**config.mk**
```make
export PLATFORM = sky130hd
export DESIGN_NAME = multicycle_core
export DESIGN_NICKNAME = d
export VERILOG_FILES = /design/src/rtl/core_pkg.sv /design/src/rtl/core_alu.sv /design/src/rtl/multicycle_core.sv
export SDC_FILE = /design/constraint.sdc
export NUM_CORES = 1
export LEC_CHECK = 0
export CAP_MARGIN = 10
export CORE_MARGIN = 10
export CORE_UTILIZATION = 35
export DETAILED_ROUTE_END_ITERATION = 7
export GPL_TIMING_DRIVEN = 0
export PLACE_DENSITY = 0.58
export SLEW_MARGIN = 25
export SYNTH_ARGS = -nofsm -noshare
export SYNTH_HDL_FRONTEND = slang
export SYNTH_SLANG_ARGS = --single-unit
```
**constraint.sdc**
```tcl
create_clock -name clk -period 5.43 [get_ports clk]
set_input_delay 1.3575 -clock clk [delete_from_list [all_inputs] [get_ports clk]]
set_output_delay 1.3575 -clock clk [all_outputs]
set_load 0.1 [all_outputs]
```
**src/rtl/core_pkg.sv**
```systemverilog
// Shared definitions for the multicycle core:
// opcodes, FSM states and instruction field positions.
package core_pkg;

  localparam int OP_MSB  = 15;
  localparam int OP_LSB  = 12;
  localparam int RD_MSB  = 11;
  localparam int RD_LSB  = 8;
  localparam int RA_MSB  = 7;
  localparam int RA_LSB  = 4;
  localparam int RB_MSB  = 3;
  localparam int RB_LSB  = 0;
  localparam int IMM_MSB = 7;
  localparam int IMM_LSB = 0;

  localparam logic [3:0] OP_ADD   = 4'h0;
  localparam logic [3:0] OP_SUB   = 4'h1;
  localparam logic [3:0] OP_AND   = 4'h2;
  localparam logic [3:0] OP_OR    = 4'h3;
  localparam logic [3:0] OP_XOR   = 4'h4;
  localparam logic [3:0] OP_SHL   = 4'h5;
  localparam logic [3:0] OP_SHR   = 4'h6;
  localparam logic [3:0] OP_LOAD  = 4'h7;
  localparam logic [3:0] OP_STORE = 4'h8;
  localparam logic [3:0] OP_JZ    = 4'h9;
  localparam logic [3:0] OP_JMP   = 4'hA;
  localparam logic [3:0] OP_LDI   = 4'hB;
  localparam logic [3:0] OP_HALT  = 4'hF;

  typedef enum logic [2:0] {
    S_FETCH,
    S_DECODE,
    S_EXEC,
    S_MEM,
    S_WB,
    S_HALT
  } state_e;

  function automatic logic alu_op(
    input logic [3:0] op
  );
    return op <= OP_SHR;
  endfunction

  function automatic logic writes_rd(
    input logic [3:0] op
  );
    return (op <= OP_LOAD) || (op == OP_LDI);
  endfunction

endpackage

```
**src/rtl/core_alu.sv**
```systemverilog
// Combinational ALU: add/sub/logic/shifts,
// result wraps modulo 2^DATA_W.
module core_alu #(
  parameter int DATA_W = 16
) (
  input  logic [3:0]        op,
  input  logic [DATA_W-1:0] a,
  input  logic [DATA_W-1:0] b,
  output logic [DATA_W-1:0] result,
  output logic              zero
);
  import core_pkg::*;

  logic [4:0] sh;
  logic       sh_big;

  assign sh     = b[4:0];
  assign sh_big = int'(sh) >= DATA_W;

  always_comb begin
    result = '0;
    unique case (op)
      OP_ADD: result = a + b;
      OP_SUB: result = a - b;
      OP_AND: result = a & b;
      OP_OR:  result = a | b;
      OP_XOR: result = a ^ b;
      OP_SHL: result = sh_big ? '0 : a << sh;
      OP_SHR: result = sh_big ? '0 : a >> sh;
      default: result = '0;
    endcase
  end

  assign zero = (result == '0);

endmodule

```
**src/rtl/multicycle_core.sv**
```systemverilog
// Unpipelined FETCH/DECODE/EXEC/MEM/WB core
// with an internal 16-entry register file.
module multicycle_core #(
  parameter int DATA_W = 16,
  parameter int ADDR_W = 8,
  parameter int NREG   = 16
) (
  input  logic              clk,
  input  logic              reset,
  output logic [ADDR_W-1:0] imem_addr,
  input  logic [15:0]       imem_rdata,
  output logic              dmem_req,
  output logic              dmem_we,
  output logic [ADDR_W-1:0] dmem_addr,
  output logic [DATA_W-1:0] dmem_wdata,
  input  logic [DATA_W-1:0] dmem_rdata,
  input  logic              dmem_ready,
  output logic              halted,
  output logic [ADDR_W-1:0] pc_out
);
  import core_pkg::*;

  state_e            state;
  state_e            state_nx;
  logic [ADDR_W-1:0] pc;
  logic [ADDR_W-1:0] disp;
  logic [15:0]       ir;
  logic [3:0]        op;
  logic [3:0]        rd;
  logic [7:0]        imm;
  logic [DATA_W-1:0] opa;
  logic [DATA_W-1:0] opb;
  logic [DATA_W-1:0] res;
  logic [DATA_W-1:0] alu_res;
  logic              alu_zero;
  logic              zero;
  logic              is_mem;
  logic              take_br;
  logic [DATA_W-1:0] rf [NREG];

  assign op  = ir[OP_MSB:OP_LSB];
  assign rd  = ir[RD_MSB:RD_LSB];
  assign imm = ir[IMM_MSB:IMM_LSB];

  assign is_mem  = (op == OP_LOAD)
                || (op == OP_STORE);
  assign take_br = (op == OP_JMP)
                || (op == OP_JZ && zero);

  // disp8 sign-extended or truncated to PC width
  always_comb begin
    disp = '0;
    for (int i = 0; i < ADDR_W; i++)
      disp[i] = imm[(i < 8) ? i : 7];
  end

  core_alu #(.DATA_W(DATA_W)) u_alu (
    .op     (op),
    .a      (opa),
    .b      (opb),
    .result (alu_res),
    .zero   (alu_zero)
  );

  always_ff @(posedge clk or negedge reset) begin
    if (!reset) state <= S_FETCH;
    else        state <= state_nx;
  end

  always_comb begin
    state_nx = state;
    unique case (state)
      S_FETCH:  state_nx = S_DECODE;
      S_DECODE: state_nx = S_EXEC;
      S_EXEC: begin
        unique case (1'b1)
          is_mem:            state_nx = S_MEM;
          (op == OP_HALT):   state_nx = S_HALT;
          default:           state_nx = S_WB;
        endcase
      end
      S_MEM:
        if (dmem_ready) state_nx = S_WB;
      S_WB:     state_nx = S_FETCH;
      S_HALT:   state_nx = S_HALT;
      default:  state_nx = S_FETCH;
    endcase
  end

  always_comb begin
    dmem_req = 1'b0;
    dmem_we  = 1'b0;
    halted   = 1'b0;
    unique case (state)
      S_MEM: begin
        dmem_req = 1'b1;
        dmem_we  = (op == OP_STORE);
      end
      S_HALT:  halted = 1'b1;
      default: ;
    endcase
  end

  assign dmem_addr  = opa[ADDR_W-1:0];
  assign dmem_wdata = opb;
  assign imem_addr  = pc;
  assign pc_out     = pc;

  always_ff @(posedge clk or negedge reset) begin
    if (!reset) begin
      pc   <= '0;
      ir   <= '0;
      opa  <= '0;
      opb  <= '0;
      res  <= '0;
      zero <= 1'b0;
      for (int i = 0; i < NREG; i++)
        rf[i] <= '0;
    end else begin
      unique case (state)
        S_DECODE: begin
          ir  <= imem_rdata;
          opa <= rf[imem_rdata[RA_MSB:RA_LSB]];
          opb <= rf[imem_rdata[RB_MSB:RB_LSB]];
        end
        S_EXEC: begin
          res <= (op == OP_LDI) ? DATA_W'(imm)
                                : alu_res;
          if (alu_op(op)) zero <= alu_zero;
        end
        S_MEM:
          if (dmem_ready && op == OP_LOAD)
            res <= dmem_rdata;
        S_WB: begin
          if (writes_rd(op)) rf[rd] <= res;
          pc <= take_br ? pc + disp
                        : pc + ADDR_W'(1);
        end
        default: ;
      endcase
    end
  end

endmodule

```
**After elaboration in Yosys (flattened, before gate mapping)**

Index checks and enable logic that the tools add are counted.

- Register bits: 332
- Output and inout port bits: 43

- Bitwise operators: 6
- Equality and inequality tests: 19
- Magnitude comparators: 7
- Shifts and indexed selects: 2
- Reduce and logical (&&, ||, !) cells: 13
- Add/subtract/negate cells: 4
- Mux-type cells: 22

Operator list:

| cell | number |
|---|---|
| $bwmux 256 | 1 |
| $mux 16 | 9 |
| $bmux 16 s4 | 2 |
| $pmux 16 s7 | 1 |
| $demux 16 s4 | 1 |
| $pmux 16 s2 | 1 |
| $eq 4x4->1 const B | 5 |
| $ge 5x5->1 const B | 4 |
| $add 16x16->16 | 1 |
| $and 16x16->16 | 1 |
| $eq 4x3->1 const B | 4 |
| $logic_not 16->1 | 1 |
| $or 16x16->16 | 1 |
| $shl 16x5->16 | 1 |
| $shr 16x5->16 | 1 |
| $sub 16x16->16 | 1 |
| $xor 16x16->16 | 1 |
| $not 4->5 | 3 |
| $pmux 3 s5 | 1 |
| $add 8x1->8 const B | 1 |
| $add 8x8->8 | 1 |
| $eq 4x2->1 const B | 2 |
| $le 4x3->1 const B | 2 |
| $mux 8 | 1 |
| other kinds (15) | 26 |

**Logic depth before layout (Yosys ltp)**

- Word-level depth: 6
- Mapped depth: 19
- Gate-level depth less buffers: 16

**Modules after synthesis**

Synthesis repeated with hierarchy kept, for this count alone.

- Cell total of the unflattened synthesis: 1,738
- Area total of the unflattened synthesis: 21,097.7 um^2

By module, submodules not included:

| module | area each (um^2) | cells each | instances | seq. area each (um^2) |
|---|---|---|---|---|
| multicycle_core | 17,372.9 | 1,254 | 1 | 8,308.0 |
| core_alu | 3,724.8 | 484 | 1 | 0.0 |

**Worst setup path after synthesis**

Ideal clock, no wire load.

- Path type: flip-flop to flip-flop
- Start: register opb[1], in the netlist dmem_wdata[1]
- End: register zero
- Cell stages (with the launch flop): 19
- Setup slack: 0.918 ns
- Clock period less this slack: 4.512 ns
- Data arrival time: 4.420 ns
- Cell sequence: dfrtp_1 > buf_4 > buf_4 > buf_2 > inv_2 > ha_1 > and3_1 > ha_1 > nand2_1 > o21ai_0 > ha_1 > nand4_1 > a211oi_1 > or3_1 > a31oi_1 > o41a_1 > xnor2_1 > a21o_1 > o31ai_2

- Cells in the longest elaborated chain, start to end: 4
- Elaborated cells between the ends (all ways): 12
- Those cells by class: add/sub: 2; order compare: 1; shift: 2; mux: 3; bitwise: 3; reduce/logical: 1

RTL lines:

| what | RTL line | RTL |
|---|---|---|
| from (decl) | multicycle_core.sv:32 | `logic [DATA_W-1:0] opb;` |
| from (signal assigned) | multicycle_core.sv:124 | `opb <= rf[imem_rdata[RB_MSB:RB_LSB]];` |
| parallel branches: the longest is 2 deep, another holds $sub 16x16->16 | -- |  |
| $pmux 16 s7 (*) | core_alu.sv:22 | `unique case (op)` |
| $logic_not 16->1 (*) | core_alu.sv:34 | `assign zero = (result == '0);` |
| to (signal assigned) | multicycle_core.sv:129 | `if (alu_op(op)) zero <= alu_zero;` |
| to (decl) | multicycle_core.sv:36 | `logic zero;` |

Every way passes the cells marked *.
A chain may end at the register's enable or synchronous reset.

**Worst setup path in the final report**

- Start: register opb[2], in the netlist dmem_wdata[2]
- End: register res[15]

- Cells in the longest elaborated chain, start to end: 5
- Elaborated cells between the ends (all ways): 10
- Those cells by class: add/sub: 2; order compare: 1; shift: 2; mux: 5

RTL lines:

| what | RTL line | RTL |
|---|---|---|
| parallel branches: the longest is 2 deep, another holds $sub 16x16->16 | -- |  |
| $pmux 16 s7 (*) | core_alu.sv:22 |  |
| $mux 16 (*) | multicycle_core.sv:127 | `res <= (op == OP_LDI) ? DATA_W'(imm)` |
| $pmux 16 s2 (*) | multicycle_core.sv:120 | `unique case (state)` |
| to (signal assigned) | multicycle_core.sv:127 |  |
| to (signal assigned) | multicycle_core.sv:133 | `res <= dmem_rdata;` |
| to (decl) | multicycle_core.sv:33 | `logic [DATA_W-1:0] res;` |

Marks and branches as above.

==> impl_metrics.toml <==
[clocking]
worstSkewPairLatency_ps = 570
path_clk_slew_ps = 70
cts_setup_buffers = 0
clockRootBuffer = "clkbuf_16"
cts.sinks = 332
cts_made_buffers = 39
tritoncts = "built"
cts.repair.resized = 0
htree_num_levels = 2
ctsLongestPathBuffers = 3

[timing]
slew-limit-headroom_pct = 25.54
period_minus_slack_ps = 5318
whs_ps = 505.7
grt_setup_unrepaired = "false"
finalCritPeriodShare_pct = 97.93
worst_pin_slew_ps = 1117
final-setup-viol-count = 0
drv_slew = 0
tns_ps = 0
fmax_ghz = 0.1881
fin_skew_ps = 17.43
final_hold_viol_count = 0

[logic_synthesis]
netlist_instances = 1622
synth-seq-cells = 332
ys_types = 76
yosys_most_used_dff = "dfrtp_1"
syn_nets = 1716
synth_area_um2 = 20490
yosysWarnings = 0
synth_area_per_cell_um2 = 12.63
synth_async_sr_flop_share_pct = 100.0
yosysSeqAreaShare_pct = 40.55
synth_edf_count = 0

[pwr]
switchingPower_w = 0.001256
vdd_drop_max_mv = 0.1911
power.leakage_nw = 10.51
powerDensity_nw_per_um2 = 235.1
p_clk_share_pct = 51.2
comb_power_share_pct = 4.3
intPower_w = 0.004304
seqPwrFrac_pct = 44.5
p_total_w = 0.005560
p_sw_share_pct = 22.59

[drt]
first_iter_violations = 1476
vias_per_cell = 5.987
avgRoutedWirePerCell_um = 28.01
drc_errors = 0
route.vias.total = 15147
totalWireLength_um = 70880
ant_nets = 0
dr.pass1.iters = 5

[grt]
globalRouteTotalUtil_pct = 20.67
antenna_found_initial = 1
grt.overflow.total = 0
grt_pass1_vias = 15406
grt_max_degree = 90
grt_pass1_wl_um = 105100

[critical_path]
setup.worst_path.class = "register to register"
cp_max_fo = 10
end_kind = "register"
required_ps = 5840
cp_num_buf_inv = 4
cpMaxStageDelayCell = "buf_1"
worst_path_largest_cell_delay_ps = 510
startpoint_type = "register"
cpLargestDelayFamily = "compound AO/OA/AOI/OAI gates"
path_cells = "buf_2 > inv_1 > buf_1 > buf_2 > and3_1 > ha_1 > nand2_1 > o21ai_0 > ha_1 > nand4_1 > a211oi_1 > or3_1 > a31oi_1 > o41a_1 > xnor2_1 > a211oi_1 > o31ai_1"
worstPathArrival_ps = 5720

[cells_and_area]
final_common_cell = "dfrtp_1"
layout_common_cells = "dfrtp_1 (332), mux2_2 (251), mux4_2 (177), nand2_1 (153), clkbuf_1 (81)"
area_delta_synth_final_pct = 15.43
diodes = 0
stdcell_area_um2 = 23650
drive_gt1_share_pct = 32.58
layout.nets = 1831
fillers = 5432

[floorplanning]
die_h_um = 261.9
ios = 78
die-area_um2 = 68610
initial_core_util_pct = 35.44
rows = 88
core_um2 = 57810
fp.dieW_um = 261.9

[placed_design]
port_buffers = 70
gp_congestion = 0.9561
post_dp_cell_area_um2 = 22280
dp_hpwl_um = 51050

[status]
status = "completed"

[job]
drv_cap = 0

[hold_path]
min_path_type = "register to register"
==> synth_stat cells (4+ instances only) <==
| cell type | number | area share (%) |
|---|---|---|
| dfrtp_1 | 332 | 41 |
| mux2_2 | 251 | 14 |
| mux4_2 | 177 | 19 |
| nand2_1 | 153 | 2.8 |
| o21ai_0 | 79 | 1.9 |
| clkbuf_1 | 75 | 1.4 |
| nor2_1 | 61 | 1.1 |
| ha_1 | 57 | 3.5 |
| inv_1 | 46 | 0.84 |
| mux2i_1 | 33 | 1.6 |
| a21oi_1 | 26 | 0.64 |
| xnor2_1 | 23 | 0.98 |
| buf_2 | 21 | 0.51 |
| buf_4 | 20 | 0.73 |
| nand3_1 | 19 | 0.46 |
| or3_1 | 17 | 0.52 |
| buf_1 | 16 | 0.29 |
| nor3_1 | 12 | 0.29 |
| a21o_1 | 11 | 0.40 |
| mux2_1 | 11 | 0.60 |
| a211oi_1 | 10 | 0.37 |
| and2_1 | 10 | 0.31 |
| nor2b_1 | 10 | 0.31 |
| o221ai_1 | 9 | 0.38 |
| a221oi_1 | 8 | 0.34 |
| a22oi_1 | 8 | 0.29 |
| a31oi_1 | 8 | 0.24 |
| nand2b_1 | 7 | 0.21 |
| a211o_1 | 6 | 0.26 |
| o211ai_1 | 6 | 0.22 |
| xor2_1 | 6 | 0.26 |
| nand3b_1 | 5 | 0.18 |
| and3_1 | 4 | 0.12 |
| nand2_2 | 4 | 0.12 |
| nand4_1 | 4 | 0.12 |
| nor4_1 | 4 | 0.12 |
| o21bai_1 | 4 | 0.15 |
| o31ai_1 | 4 | 0.15 |
==> tightest hold or removal path: stages (launching register included) <==
cell	delay, ps
dfrtp_1	360
nand2_1	60
nand2_1	60
==> repair_timing <==
item / CTS / global route
hold endpoints to repair: 0 / 0
hold buffers: 0 / 0
endpoints found under the setup margin: 0 / 2
==> power by group through the flow <==
stage               clock network [W]  registers, W  logic (W)
global route                  0.00297       0.00247   0.000253
finish                        0.00285       0.00247   0.000237
global placement                    0       0.00252   0.000227
CTS                           0.00288       0.00247   0.000241
floorplan                           0       0.00252  0.0000947
detailed placement                  0       0.00252   0.000241
==> path summary, 6_finish.rpt <==
path / from / end / slack, ps / cells past startpoint
max in group asynchronous: reset / rf[193] / 3300 / 4
hold / removal: ir[5] / ir[5] / 510 / 2
hold reg to reg: ir[5] / ir[5] / 510 / 2
setup / recovery: dmem_wdata[2] / res[15] / 110 / 17
setup reg to reg: dmem_wdata[2] / res[15] / 110 / 17
min in group asynchronous: reset / rf[11] / 630 / 1
==> final cells by class <==
type	count	area, µm²	share of cell area, %
multi-input cells	1105	11340	47.97
flip-flops and latches	332	8308	35.13
inverters	48	180.2	0.7619
well taps	765	957.2	4.047
repair buffers	75	827.0	3.497
clock inverters	10	207.7	0.8783
plain buffers	136	671.9	2.841
clock buffers	59	1154	4.878
==> cells by family after synthesis <==
kind of cell,after synthesis,share of synthesized area [%]
AO/OA/AOI/OAI,217,7.097
adder cells (fa/ha/maj),59,3.677
multiplexers,475,35.86
flip-flops,332,40.55
AND/OR/NAND/NOR,325,7.487
buffers and inverters,185,4.092
XOR/XNOR,29,1.240
==> routing by layer <==
| metal | up-vias | part of all wire [%] | global-route usage, % | wire (µm) |
|---|---|---|---|---|
| met5 | - | 0 | 0 | 0 |
| met4 | 0 | 3.3 | 7.231 | 2350 |
| met3 | 131 | 6.9 | 3.866 | 4862 |
| met2 | 619 | 48 | 33.77 | 33870 |
| met1 | 8046 | 42 | 27.17 | 29790 |
| li1 | 6351 | - | - | - |
==> flip-flops by register name, summed over array words and instances, names as in the netlist <==
| signal | cells |
|---|---|
| rf | 256 |
| ir | 16 |
| imem_addr | 8 |
| dmem_wdata | 16 |
| res | 16 |
| state | 3 |
| opa | 16 |
| zero | 1 |
==> metrics by stage <==
step | worst slack, ps | cells | util, %
after floorplan | 918.0 | 1622 | -
after global placement | -11600 | 2457 | 38.31
after detailed placement | 227.3 | 2461 | 38.54
after CTS | 181.4 | 2530 | 40.89
after global routing | 4.967 | 2530 | 40.91
final | 112.5 | 2530 | 40.91
(Power assumes the default switching activity.)
